===== src/rtl/int_pkg.sv =====
// Shared types and widths for the interrupt controller.
package int_pkg;

    localparam int VEC_W = 10;
    localparam int ID_W  = 3;

    typedef enum logic [1:0] {
        ST_IDLE    = 2'd0,
        ST_REQ     = 2'd1,
        ST_SERVICE = 2'd2
    } int_state_t;

endpackage


===== src/rtl/irq_sync_edge.sv =====
// One IRQ line: two-flop synchroniser, history flop and a registered rise pulse.
module irq_sync_edge (
    input  logic clk_i,
    input  logic rst_i,
    input  logic irq_i,
    output logic rise_o
);

    logic sync0_q;
    logic sync1_q;
    logic hist_q;
    logic rise_q;
    logic rise_d;

    // A level held high yields a single pulse; the line must fall before it can fire again.
    assign rise_d = sync1_q & ~hist_q;

    always_ff @(posedge clk_i) begin
        if (rst_i) begin
            sync0_q <= 1'b0;
            sync1_q <= 1'b0;
            hist_q  <= 1'b0;
            rise_q  <= 1'b0;
        end else begin
            sync0_q <= irq_i;
            sync1_q <= sync0_q;
            hist_q  <= sync1_q;
            rise_q  <= rise_d;
        end
    end

    assign rise_o = rise_q;

endmodule


===== src/rtl/int_controller.sv =====
// Interrupt controller: pending latch, fixed-priority select and REQ/ACK/RETI handshake.
// Handshake: INT_REQ holds with a frozen vector until INT_ACK; ACK wins over an INT_EN drop.
module int_controller
    import int_pkg::*;
#(
    parameter int               N_SRC    = 4,
    parameter logic [VEC_W-1:0] VEC_BASE = 10'h3F0
) (
    input  logic             CLK,
    input  logic             RST,
    input  logic [N_SRC-1:0] IRQ_IN,
    input  logic             INT_EN,
    input  logic             INT_ACK,
    input  logic             RETI,
    output logic             INT_REQ,
    output logic [VEC_W-1:0] INT_VEC,
    output logic [ID_W-1:0]  INT_ID,
    output logic             I_CLR_OUT,
    output logic [N_SRC-1:0] PENDING,
    output logic             IN_SERVICE,
    output logic [1:0]       DBG_STATE
);

    int_state_t       state_q;
    logic [N_SRC-1:0] rise;
    logic [N_SRC-1:0] pend_q;
    logic [N_SRC-1:0] pend_d;
    logic [N_SRC-1:0] clr_mask;
    logic [ID_W-1:0]  sel_d;
    logic [VEC_W-1:0] vec_d;
    logic             req_q;
    logic [VEC_W-1:0] vec_q;
    logic [ID_W-1:0]  id_q;
    logic             clr_q;
    logic             svc_q;

    for (genvar g = 0; g < N_SRC; g++) begin : g_sync
        irq_sync_edge u_sync (
            .clk_i  (CLK),
            .rst_i  (RST),
            .irq_i  (IRQ_IN[g]),
            .rise_o (rise[g])
        );
    end

    // Scan from the top so the lowest pending index is the one left standing.
    always_comb begin
        sel_d = '0;
        for (int i = N_SRC - 1; i >= 0; i--) begin
            if (pend_q[i]) begin
                sel_d = ID_W'(i);
            end
        end
    end

    assign vec_d = VEC_BASE + VEC_W'(sel_d);

    always_comb begin
        clr_mask = '0;
        if (state_q == ST_REQ && INT_ACK) begin
            for (int i = 0; i < N_SRC; i++) begin
                if (id_q == ID_W'(i)) begin
                    clr_mask[i] = 1'b1;
                end
            end
        end
    end

    // A fresh rise on the bit being accepted survives the clear.
    assign pend_d = (pend_q & ~clr_mask) | rise;

    always_ff @(posedge CLK) begin
        if (RST) begin
            pend_q <= '0;
        end else begin
            pend_q <= pend_d;
        end
    end

    always_ff @(posedge CLK) begin
        if (RST) begin
            state_q <= ST_IDLE;
            req_q   <= 1'b0;
            vec_q   <= '0;
            id_q    <= '0;
            clr_q   <= 1'b0;
            svc_q   <= 1'b0;
        end else begin
            clr_q <= 1'b0;
            case (state_q)
                ST_IDLE: begin
                    if (INT_EN && (|pend_q)) begin
                        state_q <= ST_REQ;
                        req_q   <= 1'b1;
                        id_q    <= sel_d;
                        vec_q   <= vec_d;
                    end
                end
                ST_REQ: begin
                    if (INT_ACK) begin
                        state_q <= ST_SERVICE;
                        req_q   <= 1'b0;
                        clr_q   <= 1'b1;
                        svc_q   <= 1'b1;
                    end else if (!INT_EN) begin
                        state_q <= ST_IDLE;
                        req_q   <= 1'b0;
                    end
                end
                ST_SERVICE: begin
                    if (RETI) begin
                        state_q <= ST_IDLE;
                        svc_q   <= 1'b0;
                    end
                end
                default: begin
                    state_q <= ST_IDLE;
                    req_q   <= 1'b0;
                    svc_q   <= 1'b0;
                end
            endcase
        end
    end

    assign INT_REQ    = req_q;
    assign INT_VEC    = vec_q;
    assign INT_ID     = id_q;
    assign I_CLR_OUT  = clr_q;
    assign PENDING    = pend_q;
    assign IN_SERVICE = svc_q;
    assign DBG_STATE  = state_q;

endmodule


===== config.mk =====
export PLATFORM = sky130hd
export DESIGN_NAME = int_controller
export DESIGN_NICKNAME = d
export VERILOG_FILES = /design/src/rtl/int_pkg.sv /design/src/rtl/irq_sync_edge.sv /design/src/rtl/int_controller.sv
export SDC_FILE = /design/constraint.sdc
export NUM_CORES = 1
export LEC_CHECK = 0
export ABC_CLOCK_PERIOD_IN_PS = 2100
export CAP_MARGIN = 20
export CORE_UTILIZATION = 27
export CTS_CLUSTER_DIAMETER = 120
export DETAILED_ROUTE_END_ITERATION = 12
export PLACE_DENSITY = 0.61
export SLEW_MARGIN = 20
export SYNTH_ARGS = -nofsm -noshare
export SYNTH_HDL_FRONTEND = slang
export SYNTH_HIERARCHICAL = 1
export SYNTH_SLANG_ARGS = --single-unit

===== constraint.sdc =====
create_clock -name CLK -period 2.1 [get_ports CLK]
set_clock_uncertainty 0.2 [all_clocks]
set_input_delay 0.315 -clock CLK [delete_from_list [all_inputs] [get_ports CLK]]
set_output_delay 0.315 -clock CLK [all_outputs]
set_load 0.01 [all_outputs]

; Yosys cells after proc, flatten, opt, wreduce, memory -nomap -nowiden
; Index checks and enable logic that the tools add are counted.
; Widths: inputs -> output; s select.
[totals]
elab_cells = 79
regBits = 38
[op_classes]
reduce_logical = 10
muxes = 22
n_addsub = 1
n_eq_ne = 9
bitwise_logic = 14
[op_table]
columns = op, count
row1 = $mux 1, 10
row2 = $mux 2, 5
row3 = $mux 3, 3
row4 = $reduce_and 3->1, 3
row5 = $not 1->1, 7
row6 = $add 5x4->6 const A, 1
row7 = $eq 3x2->1 const B, 2
row8 = $ne 2x2->1 const B, 3
row9 = $pmux 1 s3, 2
row10 = $pmux 2 s3, 1
row11 = $and 1x1->1, 4
row12 = $and 4x4->4, 1
row13 = $mux 4, 1
row14 = $not 4->4, 1
row15 = $or 4x4->4, 1
row16 = $reduce_or 4->1, 1
row17 = $eq 3x1->1 const B, 1
row18 = $logic_not 3->1, 1
row19 = $ne 3x3->1 const B, 1
row20 = $eq 2x1->1 const B, 1
row21 = $eq 2x2->1 const B, 1
row22 = $logic_and 1x1->1, 2
row23 = $logic_not 2->1, 1
row24 = $reduce_and 2->1, 1
row25 = $reduce_or 2->1, 1

; Longest topological paths before layout
; Gate-level depths: netlist of the first run.
[logic_depth]
word_depth = 6
ltp_mapped = 3

; Modules after synthesis
; Netlist of the first run, hierarchy kept.
[modules_own_cells]
columns = mod, area_each_um2, cells_per_inst, n_inst
row1 = int_controller, 573.0, 65, 1
row2 = irq_sync_edge, 111.4, 8, 4

; Least setup slack after synthesis of the first run
; Ideal clock, no wire load.
[synth_path]
path_type = register to register
from = register pend_q[1] (netlist: PENDING[1])
to = register id_q[0] (netlist: INT_ID[0])
stages_incl_launch_ff = 4
arrival_ps = 1131
setup_slack_ps = 697
required_ps = 1828
setup_time_ps = 72
synth_period_minus_slack_ps = 1403
n_path_buf = 0
cell_sequence = dfxtp_1 -> or4_4 -> nand2_2 -> mux2i_1
[synth_via]
elab_chain_len = 3
word_cells_on_any_way = 5
classes_between = mux (2) / reduce/logical (3)
[synth_rtl]
columns = element, line_no
row1 = from (decl), int_controller.sv:26  ; logic [N_SRC-1:0] pend_q;
row2 = from (signal assigned), int_controller.sv:76  ; pend_q <= pend_d;
row3 = $reduce_or 4->1, int_controller.sv:92  ; if (INT_EN && (|pend_q)) begin
row4 = $logic_and 1x1->1, int_controller.sv:92
row5 = $reduce_and 2->1 (no source line), n/a
row6 = to (signal assigned), int_controller.sv:95  ; id_q <= sel_d;
row7 = to (decl), int_controller.sv:33  ; logic [ID_W-1:0] id_q;
; Several ways; a longest one is shown, not always the timed one.
; A chain may end at the register's enable or synchronous reset.

; Worst setup path after layout of the first run
[layout_path]
from = register state_q[0] (netlist: DBG_STATE[0])
to = output DBG_STATE[0]
[layout_lines]
columns = element, line_no
row1 = from (decl), int_controller.sv:24  ; int_state_t state_q;
row2 = from (signal assigned), int_controller.sv:82  ; state_q <= ST_IDLE;
row3 = from (signal assigned), int_controller.sv:93  ; state_q <= ST_REQ;
row4 = from (signal assigned), int_controller.sv:101  ; state_q <= ST_SERVICE;
row5 = to (decl), int_controller.sv:21  ; output logic [1:0] DBG_STATE
; No word-level cell between the ends.

==> flow_summary.json, run 1 <==
{
  "status": "completed",
  "total_leakage_power_nw": 0.501,
  "synth_cell_types": 24,
  "routed_via_density": 4.29,
  "postSynthRegisterBits": 28,
  "layout-area-overhead-vs-synth_pct": 33.7,
  "hold_fix_buffers_at_cts": 0,
  "cp.arrival_ns": 1.38,
  "number_of_iterations_in_the_first_detailed_routing_pass": 4,
  "finalWeightedCongestion": 0.701,
  "synth.top_cells.by_area": "sky130_fd_sc_hd__dfxtp_1 55%, sky130_fd_sc_hd__nor2b_1 8.0%, sky130_fd_sc_hd__buf_4 7.4%",
  "critPathLaunchType": "register",
  "cts.sinks": 28,
  "final_net_count": 131,
  "cts_max_path_buffers": 2,
  "crit_fanout": 8,
  "post-route-min-period_ns": 1.89,
  "dpl_worst_slack_ns": 0.380,
  "placementRows": 21,
  "cts_root_buf": "sky130_fd_sc_hd__clkbuf_8",
  "timing.final.setup_violations": 0,
  "io_pins": 31,
  "die_w_um": 63.4,
  "timing.critical_path.from": "DBG_STATE[0]",
  "place.detailed.instances": 163,
  "cts_setup_buffers": 0,
  "fin_ws_ns": 0.207,
  "grt-ovfl-total": 0,
  "floorplan.die.height_um": 63.4,
  "pwr_density_cell_nw_per_um2": 804,
  "r2r_end": "INT_ID[0]",
  "tritoncts": "done",
  "antenna-diode-count": 0,
  "fp.dieArea_um2": 4020,
  "synth.avg_cell_area_um2": 10.5,
  "unrepaired_setup_endpoints_after_global_routing": "no",
  "finalWirelength_um": 1660,
  "synth_area_um2": 1020,
  "maxCapViolCount": 0,
  "r2r_slack_ns": 0.64,
  "commonest_non_fill_non_tap_cells_in_the_layout": "28 x sky130_fd_sc_hd__dfxtp_1, 27 x sky130_fd_sc_hd__clkdlybuf4s50_1, 13 x sky130_fd_sc_hd__nor2b_1, 9 x sky130_fd_sc_hd__nor2_1, 6 x sky130_fd_sc_hd__a21oi_1",
  "avgRoutedWirePerCell_um": 9.93,
  "layout.cells.most_common": "sky130_fd_sc_hd__dfxtp_1",
  "dr_total_vias": 717,
  "synth_area_leader_cell": "sky130_fd_sc_hd__dfxtp_1",
  "netlist_instances": 97,
  "drc": 0,
  "timing.final.max_slew_violations": 0,
  "grt_pass1_wl_um": 2820,
  "place_hpwl_um": 1230,
  "period_share_pct": 90.2,
  "critical_path_required_ns": 1.58,
  "clkLatencyLatePin_ns": 0.27,
  "maxClockFrequency_mhz": 528,
  "layout-drive-gt1-share_pct": 12.4,
  "cp_slowest_stage_delay_ns": 0.60,
  "port-buffer-count": 27,
  "cts-buffers-inserted": 3,
  "synth_top_area_share_pct": 55.0,
  "cell_with_the_largest_stage_delay_on_the_worst_path": "sky130_fd_sc_hd__clkdlybuf4s50_1",
  "whs_endpoint": "g_sync[3].u_sync/rise_o",
  "grt_usage_pct": 9.13,
  "start_util_pct": 29.4,
  "timing.hold.worst.start": "g_sync[3].u_sync/hist_q",
  "worst_ir_drop_vdd_mv": 0.487,
  "timing.critical_path.to_type": "primary output",
  "timing.final.hold_violations": 0,
  "regToRegStartpoint": "PENDING[1]",
  "r2r_cells": 3,
  "sequential_fraction_of_the_synthesis_area_pct": 55.0,
  "path_clk_slew_ns": 0.09,
  "core_area_um2": 3470,
  "fin_cells": 167,
  "critical_path.cell_chain": "clkdlybuf4s50_1",
  "ys_warn_count": 6,
  "antenna_found_initial": 0,
  "filler_cell_count": 354,
  "ctsHtreeMaxLevel": 1,
  "tns_ns": 0,
  "critical_path_type": "register to primary output",
  "worst_hold_path_cells": 1,
  "crit_buf_inv": 1,
  "antenna_violating_nets_post_route": 0,
  "cts_resizes": 0,
  "grt_pass1_vias": 644,
  "drtIter0Drc": 14,
  "cp_top_family": "buffers and inverters",
  "hold_path.class": "register to register",
  "largest_net_degree_at_the_start_of_global_routing": 18
}
registers in the layout, indices dropped and copies added, names as in the netlist:
signal	cells
PENDING	4
g_sync.u_sync/hist_q	4
g_sync.u_sync/rise_o	4
g_sync.u_sync/sync0_q	4
g_sync.u_sync/sync1_q	4
DBG_STATE	2
INT_VEC	2
INT_ID	1
INT_REQ	1
IN_SERVICE	1
I_CLR_OUT	1
cell usage after synthesis:
cell and n:
sky130_fd_sc_hd__nor3_1 5, sky130_fd_sc_hd__nor2_1 9, sky130_fd_sc_hd__mux2i_1 1, sky130_fd_sc_hd__nor4bb_1 2, sky130_fd_sc_hd__or4_4 1, sky130_fd_sc_hd__nor3b_4 1
sky130_fd_sc_hd__inv_1 1, sky130_fd_sc_hd__or2_2 1, sky130_fd_sc_hd__o21ai_0 3, sky130_fd_sc_hd__o21a_1 1, sky130_fd_sc_hd__nor4b_1 2, sky130_fd_sc_hd__conb_1 1
sky130_fd_sc_hd__clkbuf_1 1, sky130_fd_sc_hd__nor2b_1 13, sky130_fd_sc_hd__a21oi_1 6, sky130_fd_sc_hd__buf_4 10, sky130_fd_sc_hd__nand3b_2 1, sky130_fd_sc_hd__dfxtp_1 28
sky130_fd_sc_hd__nand2_1 2, sky130_fd_sc_hd__nand2_2 1, sky130_fd_sc_hd__nor3b_1 1, sky130_fd_sc_hd__nand2b_1 1, sky130_fd_sc_hd__nor4_1 1, sky130_fd_sc_hd__nor3b_2 4
stage by stage:
stage          util (%)  hold slack (ns)  power, mW  instance area (µm²)
4_1_cts            39.2            0.210       1.11                 1360
5_1_grt            39.2            0.212       1.15                 1360
6_report           39.2            0.207       1.09                 1360
3_5_place_dp       37.2            0.196      0.694                 1290
3_3_place_gp       37.2            0.194      0.692                 1290
2_1_floorplan         -            0.186      0.643                 1030
report_power, final:
group	switching (mW)	total, mW	internal, mW	leakage, nW
clock	0.159	0.414	0.255	0.0357
sequential	0.0162	0.567	0.551	0.229
combinational	0.0442	0.112	0.0682	0.237
total	0.220	1.09	0.875	0.501
cell type report:
class | instances | area [µm²] | share of cell area (%)
sequential | 28 | 561 | 41.2
clock buffer | 3 | 41.3 | 3.03
multi-input combinational | 59 | 383 | 28.1
clock inverter | 1 | 30.0 | 2.21
timing repair buffer | 29 | 285 | 21.0
inverter | 1 | 3.75 | 0.276
tap | 46 | 57.6 | 4.23
layer usage:
layer	vias to the layer above	global-route usage, %	share of wire [%]
met5	-	0	0
met4	0	3.41	0.54
met3	2	3.99	7.1
met2	31	15.6	48
met1	325	9.89	45
li1	359	-	-
logic make-up (layout without fill, tap and decap cells):
kind of cell,count (synthesis),in the layout,synth area share (%)
and+or+nand+nor,45,45,30.3
other,1,3,0.368
muxes,1,1,0.983
DFF,28,28,55.0
buffers and inverters,12,34,8.11
AOI/OAI and AO/OA,10,10,5.16
worst max path at each step:
stage	slack, ns	to	cells past startpoint
6_report	0.21	DBG_STATE[0]	1
5_1_grt	0.15	DBG_STATE[0]	1
4_1_cts	0.19	DBG_STATE[0]	1
3_5_place_dp	0.38	PENDING[3]	4
3_3_place_gp	0.42	PENDING[3]	4
2_1_floorplan	0.70	INT_ID[0]	3
Power figures use the tool's default switching activity.
==> inputs of run 2 (changes only) <==
CORE_UTILIZATION = 48   (was 27)
PLACE_DENSITY = 0.92   (was 0.61)
==> flow_summary.json, run 2 (synthesis results as in run 1) <==
{
  "status": "completed",
  "fin_hold_ws_ns": 0.213,
  "cts.sinks": 28,
  "number_of_iterations_in_the_first_detailed_routing_pass": 4,
  "antenna_violating_nets_post_route": 0,
  "largest_net_degree_at_the_start_of_global_routing": 15,
  "r2r_slack_ns": 0.62,
  "clkLatencyLatePin_ns": 0.31,
  "pwr_density_cell_nw_per_um2": 690,
  "port-buffer-count": 27,
  "cell_with_the_largest_stage_delay_on_the_worst_path": "sky130_fd_sc_hd__clkdlybuf4s50_1",
  "cp_top_family": "buffers and inverters",
  "drtIter0Drc": 8,
  "floorplan.die.height_um": 48.1,
  "drc": 0,
  "routed_via_density": 4.88,
  "cts_setup_buffers": 0,
  "antenna_found_initial": 0,
  "unrepaired_setup_endpoints_after_global_routing": "no",
  "hold_path.class": "register to register",
  "period_share_pct": 93.4,
  "regToRegStartpoint": "PENDING[1]",
  "cts-buffers-inserted": 3,
  "placementRows": 16,
  "timing.hold.worst.start": "g_sync[2].u_sync/hist_q",
  "timing.critical_path.from": "DBG_STATE[0]",
  "grt-ovfl-total": 0,
  "final_net_count": 131,
  "tns_ns": 0,
  "timing.final.max_slew_violations": 0,
  "multiInputGateArea_um2": 383,
  "critical_path_required_ns": 1.58,
  "ctsHtreeMaxLevel": 1,
  "maxClockFrequency_mhz": 510,
  "place_hpwl_um": 1220,
  "ff_latch_area_um2": 561,
  "fp.dieArea_um2": 2310,
  "antenna-diode-count": 0,
  "commonest_non_fill_non_tap_cells_in_the_layout": "28 x sky130_fd_sc_hd__dfxtp_1, 27 x sky130_fd_sc_hd__clkdlybuf4s50_1, 13 x sky130_fd_sc_hd__nor2b_1, 9 x sky130_fd_sc_hd__nor2_1, 6 x sky130_fd_sc_hd__a21oi_1",
  "finalWeightedCongestion": 0.712,
  "total_leakage_power_nw": 0.479,
  "cts_resizes": 0,
  "layout-area-overhead-vs-synth_pct": 26.5,
  "path_clk_slew_ns": 0.13,
  "grt_pass1_vias": 612,
  "cts_root_buf": "sky130_fd_sc_hd__clkbuf_4",
  "post-route-min-period_ns": 1.96,
  "whs_endpoint": "g_sync[2].u_sync/rise_o",
  "r2r_end": "INT_ID[0]",
  "grt_pass1_wl_um": 2500,
  "critical_path.cell_chain": "clkdlybuf4s50_1",
  "hold_fix_buffers_at_cts": 0,
  "die_w_um": 48.1,
  "cp_slowest_stage_delay_ns": 0.60,
  "tritoncts": "done",
  "avgRoutedWirePerCell_um": 11.3,
  "dr_total_vias": 718,
  "cp.arrival_ns": 1.45,
  "finalWirelength_um": 1660,
  "core_area_um2": 1980,
  "critPathLaunchType": "register",
  "start_util_pct": 51.4,
  "cts_max_path_buffers": 2,
  "timing.final.hold_violations": 0,
  "layout.cells.most_common": "sky130_fd_sc_hd__dfxtp_1",
  "critical_path_type": "register to primary output",
  "layout-drive-gt1-share_pct": 11.7,
  "crit_fanout": 8,
  "filler_cell_count": 172,
  "r2r_cells": 3,
  "maxCapViolCount": 0,
  "grt_usage_pct": 15.8,
  "io_pins": 31,
  "crit_buf_inv": 1,
  "worst_hold_path_cells": 1,
  "timing.critical_path.to_type": "primary output",
  "worst_ir_drop_vdd_mv": 0.489,
  "timing.final.setup_violations": 0
}
==> run 2: cell types whose count changed in the layout (fill, tap and decap cells not counted) <==
cell	change
sky130_fd_sc_hd__clkbuf_4	+3
sky130_fd_sc_hd__clkbuf_8	-3
sky130_fd_sc_hd__bufinv_16	-1
==> run 2: worst max path at each step <==
stage	cells past startpoint	to	slack, ns
finish	1	DBG_STATE[0]	0.14
global route	1	DBG_STATE[0]	0.05
CTS	1	DBG_STATE[0]	0.12
detailed placement	3	DBG_STATE[0]	0.36
global placement	3	DBG_STATE[0]	0.40
floorplan	3	INT_ID[0]	0.70
==> run 2: where the power goes <==
part | total (mW) | switching (mW) | internal [mW] | leakage, nW
logic | 0.114 | 0.0454 | 0.0683 | 0.237
registers | 0.568 | 0.0165 | 0.552 | 0.229
clock network | 0.207 | 0.140 | 0.0671 | 0.0138
total | 0.889 | 0.202 | 0.687 | 0.479
==> run 2: worst register-to-register path, delay by kind of cell, from the launching register on <==
kind,cells,cell delay [ns]
simple gates,2,0.67
flops,1,0.38
mux,1,0.17
==> run 2: metrics by stage <==
step | std cells | cell area, µm² | power (mW) | utilization [%] | setup slack [ns]
2_1_floorplan | 99 | 1030 | 0.643 | - | 0.697
3_3_place_gp | 144 | 1270 | 0.690 | 63.9 | 0.405
3_5_place_dp | 144 | 1270 | 0.694 | 63.9 | 0.364
4_1_cts | 147 | 1290 | 0.895 | 65.0 | 0.116
5_1_grt | 147 | 1290 | 0.931 | 65.0 | 0.0546
6_report | 147 | 1290 | 0.889 | 65.0 | 0.138
==> run 2: layer usage <==
layer	share of wire, %	GRT usage, %	up-vias
li1	-	-	359
met1	44	17.4	332
met2	50	30.8	27
met3	5.1	2.26	0
met4	0	5.00	0
met5	0	0	-
==> run 2: final cells by class <==
type                    count  area share [%]
clock buffers               3            1.75
multi-input cells          59            29.7
repair buffers             29            22.1
well taps                  27            2.62
inverters                   1           0.291
flip-flops and latches     28            43.5
